`config.mk`:
```
export PLATFORM = sky130hd
export DESIGN_NAME = rx_fifo_sequencer_flat
export DESIGN_NICKNAME = d
export VERILOG_FILES = /design/src/rtl/rx_fifo_sequencer_pkg.sv /design/src/rtl/rx_fifo_sequencer_if.sv /design/src/rtl/rx_fifo_sequencer_pkt_counter.sv /design/src/rtl/rx_fifo_sequencer.sv /design/src/flat_wrapper.sv
export SDC_FILE = /design/constraint.sdc
export NUM_CORES = 1
export LEC_CHECK = 0
export BUFFER_PORTS_ARGS = -buffer_cell sky130_fd_sc_hd__buf_4
export CAP_MARGIN = 25
export CORE_AREA = 2 2 61 63
export CTS_CLUSTER_SIZE = 24
export DETAILED_ROUTE_END_ITERATION = 16
export DIE_AREA = 0 0 63 65
export PLACE_DENSITY_LB_ADDON = 0.12
export SYNTH_ARGS = -nofsm -noshare
export SYNTH_HDL_FRONTEND = slang
export SYNTH_SLANG_ARGS = --single-unit
```
`constraint.sdc`:
```
create_clock -name rxclk -period 3.7 [get_ports rxclk]
set_input_delay 0.555 -clock rxclk [delete_from_list [all_inputs] [get_ports rxclk]]
set_output_delay 0.555 -clock rxclk [all_outputs]
set_load 0.05 [all_outputs]
```
`src/rtl/rx_fifo_sequencer_pkg.sv`:
```
// Shared state encoding, defaults and word-count helper for the RX FIFO write sequencer.
package rx_seq_pkg;
  localparam int MAX_CH_DEF    = 8;
  localparam int PKT_WORDS_DEF = 256;
  localparam int TAG_CH0_BIT   = 17;
  localparam int TAG_IQ_BIT    = 16;

  typedef enum logic {
    ST_IDLE = 1'b0,
    ST_RUN  = 1'b1
  } seq_state_t;

  // FIFO words per sample set; channel counts above max_ch are clamped first.
  function automatic logic [3:0] calc_words(input logic       pack8,
                                            input logic [3:0] channels,
                                            input logic [3:0] max_ch);
    logic [3:0] ch;
    ch = (channels > max_ch) ? max_ch : channels;
    return pack8 ? ((ch + 4'd1) >> 1) : ch;
  endfunction
endpackage

```
`src/rtl/rx_fifo_sequencer_if.sv`:
```
// Strobe/FIFO-control/debug bundle between the RX sample path and the write sequencer.
interface rx_fifo_sequencer_if;
  logic        rxstrobe;
  logic [3:0]  channels;
  logic        pack8;
  logic        fifo_full;
  logic        clear_status;
  logic        cap_en;
  logic        wrreq;
  logic [3:0]  word_sel;
  logic        ch0_tag;
  logic        iq_tag;
  logic        busy;
  logic        overrun;
  logic [15:0] drop_count;
  logic [7:0]  pkt_pos;
  logic        pkt_last;

  modport master (
    output rxstrobe, channels, pack8, fifo_full, clear_status,
    input  cap_en, wrreq, word_sel, ch0_tag, iq_tag, busy, overrun,
           drop_count, pkt_pos, pkt_last
  );

  modport slave (
    input  rxstrobe, channels, pack8, fifo_full, clear_status,
    output cap_en, wrreq, word_sel, ch0_tag, iq_tag, busy, overrun,
           drop_count, pkt_pos, pkt_last
  );
endinterface

```
`src/rtl/rx_fifo_sequencer_pkt_counter.sv`:
```
// Word position within the current USB packet; flags the write that completes a packet.
module rx_pkt_counter
  import rx_seq_pkg::*;
#(
  parameter int PKT_WORDS = PKT_WORDS_DEF
) (
  input  logic       clk,
  input  logic       rst,
  input  logic       i_write,
  output logic [7:0] o_pkt_pos,
  output logic       o_pkt_last
);
  localparam logic [7:0] LAST_POS = 8'(PKT_WORDS - 1);

  logic [7:0] r_pkt_pos;

  always_ff @(posedge clk or posedge rst) begin
    if (rst) begin
      r_pkt_pos <= 8'd0;
    end else if (i_write) begin
      r_pkt_pos <= (r_pkt_pos == LAST_POS) ? 8'd0 : r_pkt_pos + 8'd1;
    end
  end

  assign o_pkt_pos  = r_pkt_pos;
  assign o_pkt_last = i_write & (r_pkt_pos == LAST_POS);
endmodule

```
`src/rtl/rx_fifo_sequencer.sv`:
```
// RX FIFO write-side sequencer: captures a sample set per strobe and emits one FIFO write per word.
module rx_fifo_sequencer
  import rx_seq_pkg::*;
#(
  parameter int MAX_CH    = MAX_CH_DEF,
  parameter int PKT_WORDS = PKT_WORDS_DEF
) (
  input  logic               rxclk,
  input  logic               reset,
  rx_fifo_sequencer_if.slave bus
);
  seq_state_t  r_state;
  seq_state_t  w_state_next;
  logic [3:0]  r_word_sel;
  logic [3:0]  w_word_sel_next;
  logic [3:0]  r_n_words;
  logic [3:0]  w_n_words_next;
  logic        r_overrun;
  logic [15:0] r_drop_count;

  logic        w_strobe_ok;
  logic        w_write;
  logic        w_last;
  logic        w_accept;
  logic        w_drop;
  logic [3:0]  w_n_words_in;

  assign w_strobe_ok  = bus.rxstrobe & (bus.channels != 4'd0);
  assign w_n_words_in = calc_words(bus.pack8, bus.channels, 4'(MAX_CH));
  assign w_write      = (r_state == ST_RUN) & ~bus.fifo_full;
  assign w_last       = w_write & (r_word_sel == r_n_words);
  // A strobe landing on the final write chains straight into the next set.
  assign w_accept     = w_strobe_ok & ((r_state == ST_IDLE) | w_last);
  assign w_drop       = bus.rxstrobe & (r_state == ST_RUN) & ~w_last;

  always_ff @(posedge rxclk or posedge reset) begin
    if (reset) begin
      r_state    <= ST_IDLE;
      r_word_sel <= 4'd0;
      r_n_words  <= 4'd0;
    end else begin
      r_state    <= w_state_next;
      r_word_sel <= w_word_sel_next;
      r_n_words  <= w_n_words_next;
    end
  end

  always_comb begin
    w_state_next    = r_state;
    w_word_sel_next = r_word_sel;
    w_n_words_next  = r_n_words;
    case (r_state)
      ST_IDLE: begin
        if (w_accept) begin
          w_state_next    = ST_RUN;
          w_word_sel_next = 4'd1;
          w_n_words_next  = w_n_words_in;
        end
      end
      ST_RUN: begin
        if (w_write) begin
          if (w_last) begin
            if (w_accept) begin
              w_word_sel_next = 4'd1;
              w_n_words_next  = w_n_words_in;
            end else begin
              w_state_next    = ST_IDLE;
              w_word_sel_next = 4'd0;
            end
          end else begin
            w_word_sel_next = r_word_sel + 4'd1;
          end
        end
      end
      default: begin
        w_state_next    = ST_IDLE;
        w_word_sel_next = 4'd0;
      end
    endcase
  end

  // A new drop outranks a simultaneous clear so no overrun goes unreported.
  always_ff @(posedge rxclk or posedge reset) begin
    if (reset) begin
      r_overrun    <= 1'b0;
      r_drop_count <= 16'd0;
    end else begin
      if (w_drop) begin
        r_overrun <= 1'b1;
      end else if (bus.clear_status) begin
        r_overrun <= 1'b0;
      end
      if (w_drop && (r_drop_count != 16'hFFFF)) begin
        r_drop_count <= r_drop_count + 16'd1;
      end
    end
  end

  assign bus.cap_en     = w_accept;
  assign bus.wrreq      = w_write;
  assign bus.word_sel   = r_word_sel;
  assign bus.ch0_tag    = (r_state == ST_RUN) & (r_word_sel == 4'd1);
  assign bus.iq_tag     = r_word_sel[0];
  assign bus.busy       = (r_state == ST_RUN);
  assign bus.overrun    = r_overrun;
  assign bus.drop_count = r_drop_count;

  rx_pkt_counter #(
    .PKT_WORDS (PKT_WORDS)
  ) u_pkt_counter (
    .clk        (rxclk),
    .rst        (reset),
    .i_write    (w_write),
    .o_pkt_pos  (bus.pkt_pos),
    .o_pkt_last (bus.pkt_last)
  );
endmodule

```
`src/flat_wrapper.sv`:
```
// flat-port wrapper written by rule: the top's interface ports become plain ports
module rx_fifo_sequencer_flat import rx_seq_pkg::*;
#(
  parameter int MAX_CH    = MAX_CH_DEF,
  parameter int PKT_WORDS = PKT_WORDS_DEF
)
  (rxclk, reset, bus_rxstrobe, bus_channels, bus_pack8, bus_fifo_full, bus_clear_status, bus_cap_en, bus_wrreq, bus_word_sel, bus_ch0_tag, bus_iq_tag, bus_busy, bus_overrun, bus_drop_count, bus_pkt_pos, bus_pkt_last);
  rx_fifo_sequencer_if bus_i ();
  input  logic rxclk;
  input  logic reset;
  input wire logic [$bits(bus_i.rxstrobe)-1:0] bus_rxstrobe;
  input wire logic [$bits(bus_i.channels)-1:0] bus_channels;
  input wire logic [$bits(bus_i.pack8)-1:0] bus_pack8;
  input wire logic [$bits(bus_i.fifo_full)-1:0] bus_fifo_full;
  input wire logic [$bits(bus_i.clear_status)-1:0] bus_clear_status;
  output wire logic [$bits(bus_i.cap_en)-1:0] bus_cap_en;
  output wire logic [$bits(bus_i.wrreq)-1:0] bus_wrreq;
  output wire logic [$bits(bus_i.word_sel)-1:0] bus_word_sel;
  output wire logic [$bits(bus_i.ch0_tag)-1:0] bus_ch0_tag;
  output wire logic [$bits(bus_i.iq_tag)-1:0] bus_iq_tag;
  output wire logic [$bits(bus_i.busy)-1:0] bus_busy;
  output wire logic [$bits(bus_i.overrun)-1:0] bus_overrun;
  output wire logic [$bits(bus_i.drop_count)-1:0] bus_drop_count;
  output wire logic [$bits(bus_i.pkt_pos)-1:0] bus_pkt_pos;
  output wire logic [$bits(bus_i.pkt_last)-1:0] bus_pkt_last;
  assign bus_i.rxstrobe = bus_rxstrobe;
  assign bus_i.channels = bus_channels;
  assign bus_i.pack8 = bus_pack8;
  assign bus_i.fifo_full = bus_fifo_full;
  assign bus_i.clear_status = bus_clear_status;
  assign bus_cap_en = bus_i.cap_en;
  assign bus_wrreq = bus_i.wrreq;
  assign bus_word_sel = bus_i.word_sel;
  assign bus_ch0_tag = bus_i.ch0_tag;
  assign bus_iq_tag = bus_i.iq_tag;
  assign bus_busy = bus_i.busy;
  assign bus_overrun = bus_i.overrun;
  assign bus_drop_count = bus_i.drop_count;
  assign bus_pkt_pos = bus_i.pkt_pos;
  assign bus_pkt_last = bus_i.pkt_last;
  rx_fifo_sequencer #(.MAX_CH(MAX_CH), .PKT_WORDS(PKT_WORDS)) u_core (.rxclk(rxclk), .reset(reset), .bus(bus_i));
endmodule
```
# ---- After elaboration in Yosys (flattened, before gate mapping)
# Index checks and enable logic that the tools add are counted.
dict set report totals {
  regBits 34
  wordCells 53
}
dict set report classes {
  addsub 4
  magnitude_cmp 1
  eq_ne 7
  mux 18
  bitwise 12
  reduce_logical 5
}
# operator count
set ops {}
lappend ops {{4-bit 2-to-1 mux} 8}
lappend ops {{16-bit by 1-bit adder with 16-bit output (second input constant)} 1}
lappend ops {{16-bit inequality test (second input constant)} 1}
lappend ops {{4-bit case mux with 2 select lines} 2}
lappend ops {{4-bit by 1-bit adder with 4-bit output (second input constant)} 2}
lappend ops {{8-bit by 1-bit adder with 8-bit output (second input constant)} 1}
lappend ops {{1-bit bitwise AND} 8}
lappend ops {{8-bit equality test (second input constant)} 1}
lappend ops {{8-bit 2-to-1 mux} 1}
lappend ops {{1-bit 2-to-1 mux} 6}
lappend ops {{2-bit inequality test (second input constant)} 3}
lappend ops {{4-bit by 1-bit equality test with 1-bit output (second input constant)} 1}
lappend ops {{4-bit equality test} 1}
lappend ops {{4-bit > comparator (second input constant)} 1}
lappend ops {{2-bit AND reduction} 2}
lappend ops {{4-bit nonzero test} 1}
lappend ops {{1-bit inverter} 3}
lappend ops {{1-bit case mux with 2 select lines} 1}
lappend ops {{2-bit nonzero test} 1}
lappend ops {{1-bit logical AND} 1}
lappend ops {{1-bit OR} 1}

# ---- Logic depth before layout (Yosys ltp)
dict set report depth {
  depth_word 9
  ltp_mapped 7
  mapped_depth_nobuf 6
}

# ---- Hierarchy
# Synthesis repeated with hierarchy kept, for this count alone.
dict set report unflattened {
  cells_unflattened 193
  hier_area_um2 1966.9
}
# mod n_inst cells_per_inst area_each_um2 seq_area_each_um2
set modules_own_cells {}
lappend modules_own_cells {rx_fifo_sequencer 1 152 1562.7 650.6}
lappend modules_own_cells {rx_pkt_counter 1 41 404.1 200.2}

# ---- Worst setup path before layout
# No wires, ideal clock.
dict set report synth_path {
  path_type {flip-flop to output port}
  from {register u_core.r_word_sel[0] (netlist: u_core.bus.word_sel[0])}
  to {output port bus_ch0_tag}
  arrival_time_ns 2.578
  setup_slack_ns 0.567
  stages_incl_launch_ff 3
  path_buffers 0
  cell_sequence {dfrtp_1 ha_1 nor4b_1}
}
dict set report synth_between {
  elab_chain_cells 2
}
# element line
set synth_rtl {}
lappend synth_rtl {{start: declaration} rx_fifo_sequencer.sv:14} ;# logic [3:0] r_word_sel;
lappend synth_rtl {{start signal: assignment} rx_fifo_sequencer.sv:43} ;# r_word_sel <= w_word_sel_next;
lappend synth_rtl {{4-bit by 1-bit equality test with 1-bit output} rx_fifo_sequencer.sv:102} ;# assign bus.ch0_tag = (r_state == ST_RUN) & (r_word_sel == 4'd1);
lappend synth_rtl {{1-bit bitwise AND} rx_fifo_sequencer.sv:102}
lappend synth_rtl {{end: declaration} flat_wrapper.sv:19} ;# output wire logic [$bits(bus_i.ch0_tag)-1:0] bus_ch0_tag;
# Every way passes these cells.

# ---- Worst setup path in the final report
dict set report layout_path {
  from {register u_core.r_word_sel[0] (netlist: u_core.bus.word_sel[0])}
  to {output port bus_cap_en}
}
dict set report layout_between {
  elab_chain_cells 4
}
# element line
set layout_rtl {}
lappend layout_rtl {{4-bit equality test} rx_fifo_sequencer.sv:31} ;# assign w_last = w_write & (r_word_sel == r_n_words);
lappend layout_rtl {{1-bit bitwise AND} rx_fifo_sequencer.sv:31}
lappend layout_rtl {{1-bit OR} rx_fifo_sequencer.sv:33} ;# assign w_accept = w_strobe_ok & ((r_state == ST_IDLE) | w_last);
lappend layout_rtl {{1-bit bitwise AND} rx_fifo_sequencer.sv:33}
lappend layout_rtl {{end: declaration} flat_wrapper.sv:16} ;# output wire logic [$bits(bus_i.cap_en)-1:0] bus_cap_en;
# Every way passes these cells.

==> reports/summary.txt <==
Max frequency: 400 MHz
Syn_nets: 189
Post-Synthesis Cells: 174
PwrDens: 789 nW/um2
Vias per cell: 5.39
WP buf/inv: 1
Reg2reg setup slack: 1.76 ns
Worst r2r path cells: 5
CTS root buffer: clkbuf_4
Via Count: 1462
Static Leak: 1.06 nW
CP top delay family: simple AND/OR/NAND/NOR gates
Layout cells sized above 1: 26.0%
Sum Neg Setup Slack: 0 ns
Most common cell on crit path: nor2_1
Max IR drop VDD: 0.395 mV
Bufs on Longest Clock Path: 2
Area leader, netlist: dfrtp_1
FF/Latch Area: 851 um2
Synth cell types: 40
Final setup fails: 0
CTS Hold Buffers Added: 0
Number of clock sinks: 34
Fin. Hold Viols: 0
Synth Flop Type: dfrtp_1
Clock period minus worst slack: 2.50 ns
Die H: 65 um
Worst r2r src: u_core.bus.word_sel[2]
Mapped cell area: 1800 um2
Vias in the first global route: 1453
Critical Path End Type: primary output
GP Congestion: 0.785
Cell count after placement: 263
Stages on the worst setup path: 5
Max FO, Critical Path: 10
Relative slew slack: 55.7%
Top-count cell post-synth: dfrtp_1
Startpoint Class: flop
Crit path DAT: 1.94 ns
Synth cell count leaders: dfrtp_1, xnor2_1, nand2_1
Ports: 45
Post-route cell area: 2250 um2
FF+latch count, synth: 34
Routed wire length per instance: 13.2 um
Clk Latency, worst-skew pair: 0.35 ns
Status: completed
Die ar.: 4100 um2
Core Footprint: 3500 um2
Antenna violations before repair: 0
Launch point of the worst path: u_core.bus.word_sel[0]
Skew final: 0.0128 ns
Area contributors post-synth: dfrtp_1, xnor2_1, nand4_1, ha_1, nand3_1
Port Buf Inserts: 44
Tot GR Track Use: 19.9%
Critical-path cell list: xor2_1, nor2_1, a21oi_2, nor2_1, buf_4
Site row count: 22
Die X: 63 um
Fin crit share: 67.6%
Clock buffer count from CTS: 5
Async SR Flop Fraction: 100%
DRC Markers: 0
Maxcap violations: 0
Drt initial violations: 68
Post-DP HPWL: 2680 um
PnR worst setup slack: 1.20 ns
Max-slew violation count: 0
Fill cell count: 301
Final Non-Filler Cells: 271
Final ANT Viol Nets: 0
Ys Warns: 0
Worst setup path end: bus_cap_en
Global-route wire length before repair: 6380 um
Worst-Margin Slew: 0.662 ns
Initial core utilization: 51.5%
Seq/Total Area, Yosys: 47.3%
CTS tree: built
Crit-path slowest cell: dfrtp_1
WS Path Type: reg2out
CP peak stage delay: 0.50 ns
Dpl cell area: 2170 um2
H-Tree Level Count: 2
Total iterations of the first detailed-routing run: 4
Diodes inserted: 0
Top-area cell type share of the netlist area: 47.3%
Multi-input gate area: 892 um2
Post-CTS sizing: 0
Clk slew on worst S/H paths: 0.12 ns
Pre-CTS setup slack: 1.54 ns
Area delta synth->final: 25.2%
Postcts setup bufs: 0
RSZ-0062 raised after global routing: false
Mean Syn Cell Area: 10.3 um2
Largest net degree at the start of global routing: 35
Reg-to-reg endpoint: u_core.bus.drop_count[15]
Overflow after GRT: 0
EDFF count, synth: 0
Nets: 237
Critical path required time: 3.14 ns
Total length of routed wires: 3580 um
Worst Hold Class: in2async
## layout make-up
| class | count | area share, % |
|---|---|---|
| tap | 48 | 2.67 |
| sequential | 34 | 37.8 |
| multi-input combinational | 128 | 39.6 |
| clock buffer | 5 | 1.67 |
| clock inverter | 3 | 2.00 |
| inverter | 8 | 1.33 |
| timing repair buffer | 45 | 15.0 |
## worst min path at each step
stage | slack (ns) | startpoint | to | cells after the start
after floorplan | 0.48 | u_core.r_n_words[1] | u_core.r_n_words[1] | 1
after global placement | 0.49 | u_core.bus.drop_count[10] | u_core.bus.drop_count[10] | 1
after detailed placement | 0.50 | u_core.bus.drop_count[15] | u_core.bus.drop_count[15] | 1
after CTS | 0.30 | reset | u_core.u_pkt_counter.o_pkt_pos[5] | 3
after global routing | 0.32 | reset | u_core.u_pkt_counter.o_pkt_pos[5] | 3
final | 0.29 | reset | u_core.bus.drop_count[7] | 3
## report_power, final
part	total (mW)	internal, mW	switching [mW]
logic	0.880	0.302	0.579
clock network	0.277	0.142	0.136
registers	0.620	0.479	0.141
total	1.78	0.923	0.855
## state kept, by name, summed over array words and instances, names as in the netlist
name / cells
u_core.bus.busy: 1
u_core.bus.drop_count: 16
u_core.bus.overrun: 1
u_core.bus.word_sel: 4
u_core.r_n_words: 4
u_core.u_pkt_counter.o_pkt_pos: 8
## metal layers
layer	share of wire [%]	track usage [%]	vias to the layer above
met5	0	0	-
met4	1.5	8.89	0
met3	4.9	5.56	6
met2	49	33.0	30
met1	44	24.3	708
li1	-	-	718
## worst reg2reg max path, stage by stage, from the launching register on
cell	delay [ns]
dfrtp_1	0.47
xnor2_1	0.17
and3_4	0.21
a211oi_4	0.59
nand3_1	0.22
xnor2_1	0.18
## logic make-up after synthesis
family | count (synthesis) | share of synthesized area, %
and+or+nand+nor | 67 | 20.4
muxes | 4 | 2.43
adders and majority gates | 5 | 3.48
buffers and inverters | 12 | 3.13
xor gates and xnor gates | 23 | 11.2
AOI/OAI and AO/OA | 29 | 12.0
DFF | 34 | 47.3
## cell usage in the layout (no fill, tap or decap), drive strengths merged, types with 2 or more instances in the layout
cell type / count
buf: 45
dfrtp: 34
xnor2: 20
nand2: 13
nand4: 11
nand3: 10
o21ai: 9
inv: 8
and3: 8
nor2b: 7
a21oi: 7
nor2: 6
ha: 5
clkbuf: 5
xor2: 3
mux2: 3
and2: 3
nand2b: 3
a21o: 2
o22ai: 2
or3: 2
clkinvlp: 2
o41ai: 2
a211oi: 2
## metrics by stage
stage / hold WS, ns / utilization [%] / total power [mW]
finish: 0.289 / 64.5 / 1.78
global route: 0.320 / 64.5 / 1.89
CTS: 0.303 / 64.5 / 1.79
detailed placement: 0.501 / 62.1 / 1.51
global placement: 0.490 / 62.1 / 1.49
floorplan: 0.480 / - / 1.27
Note: power is estimated with default switching activity, not from simulation.
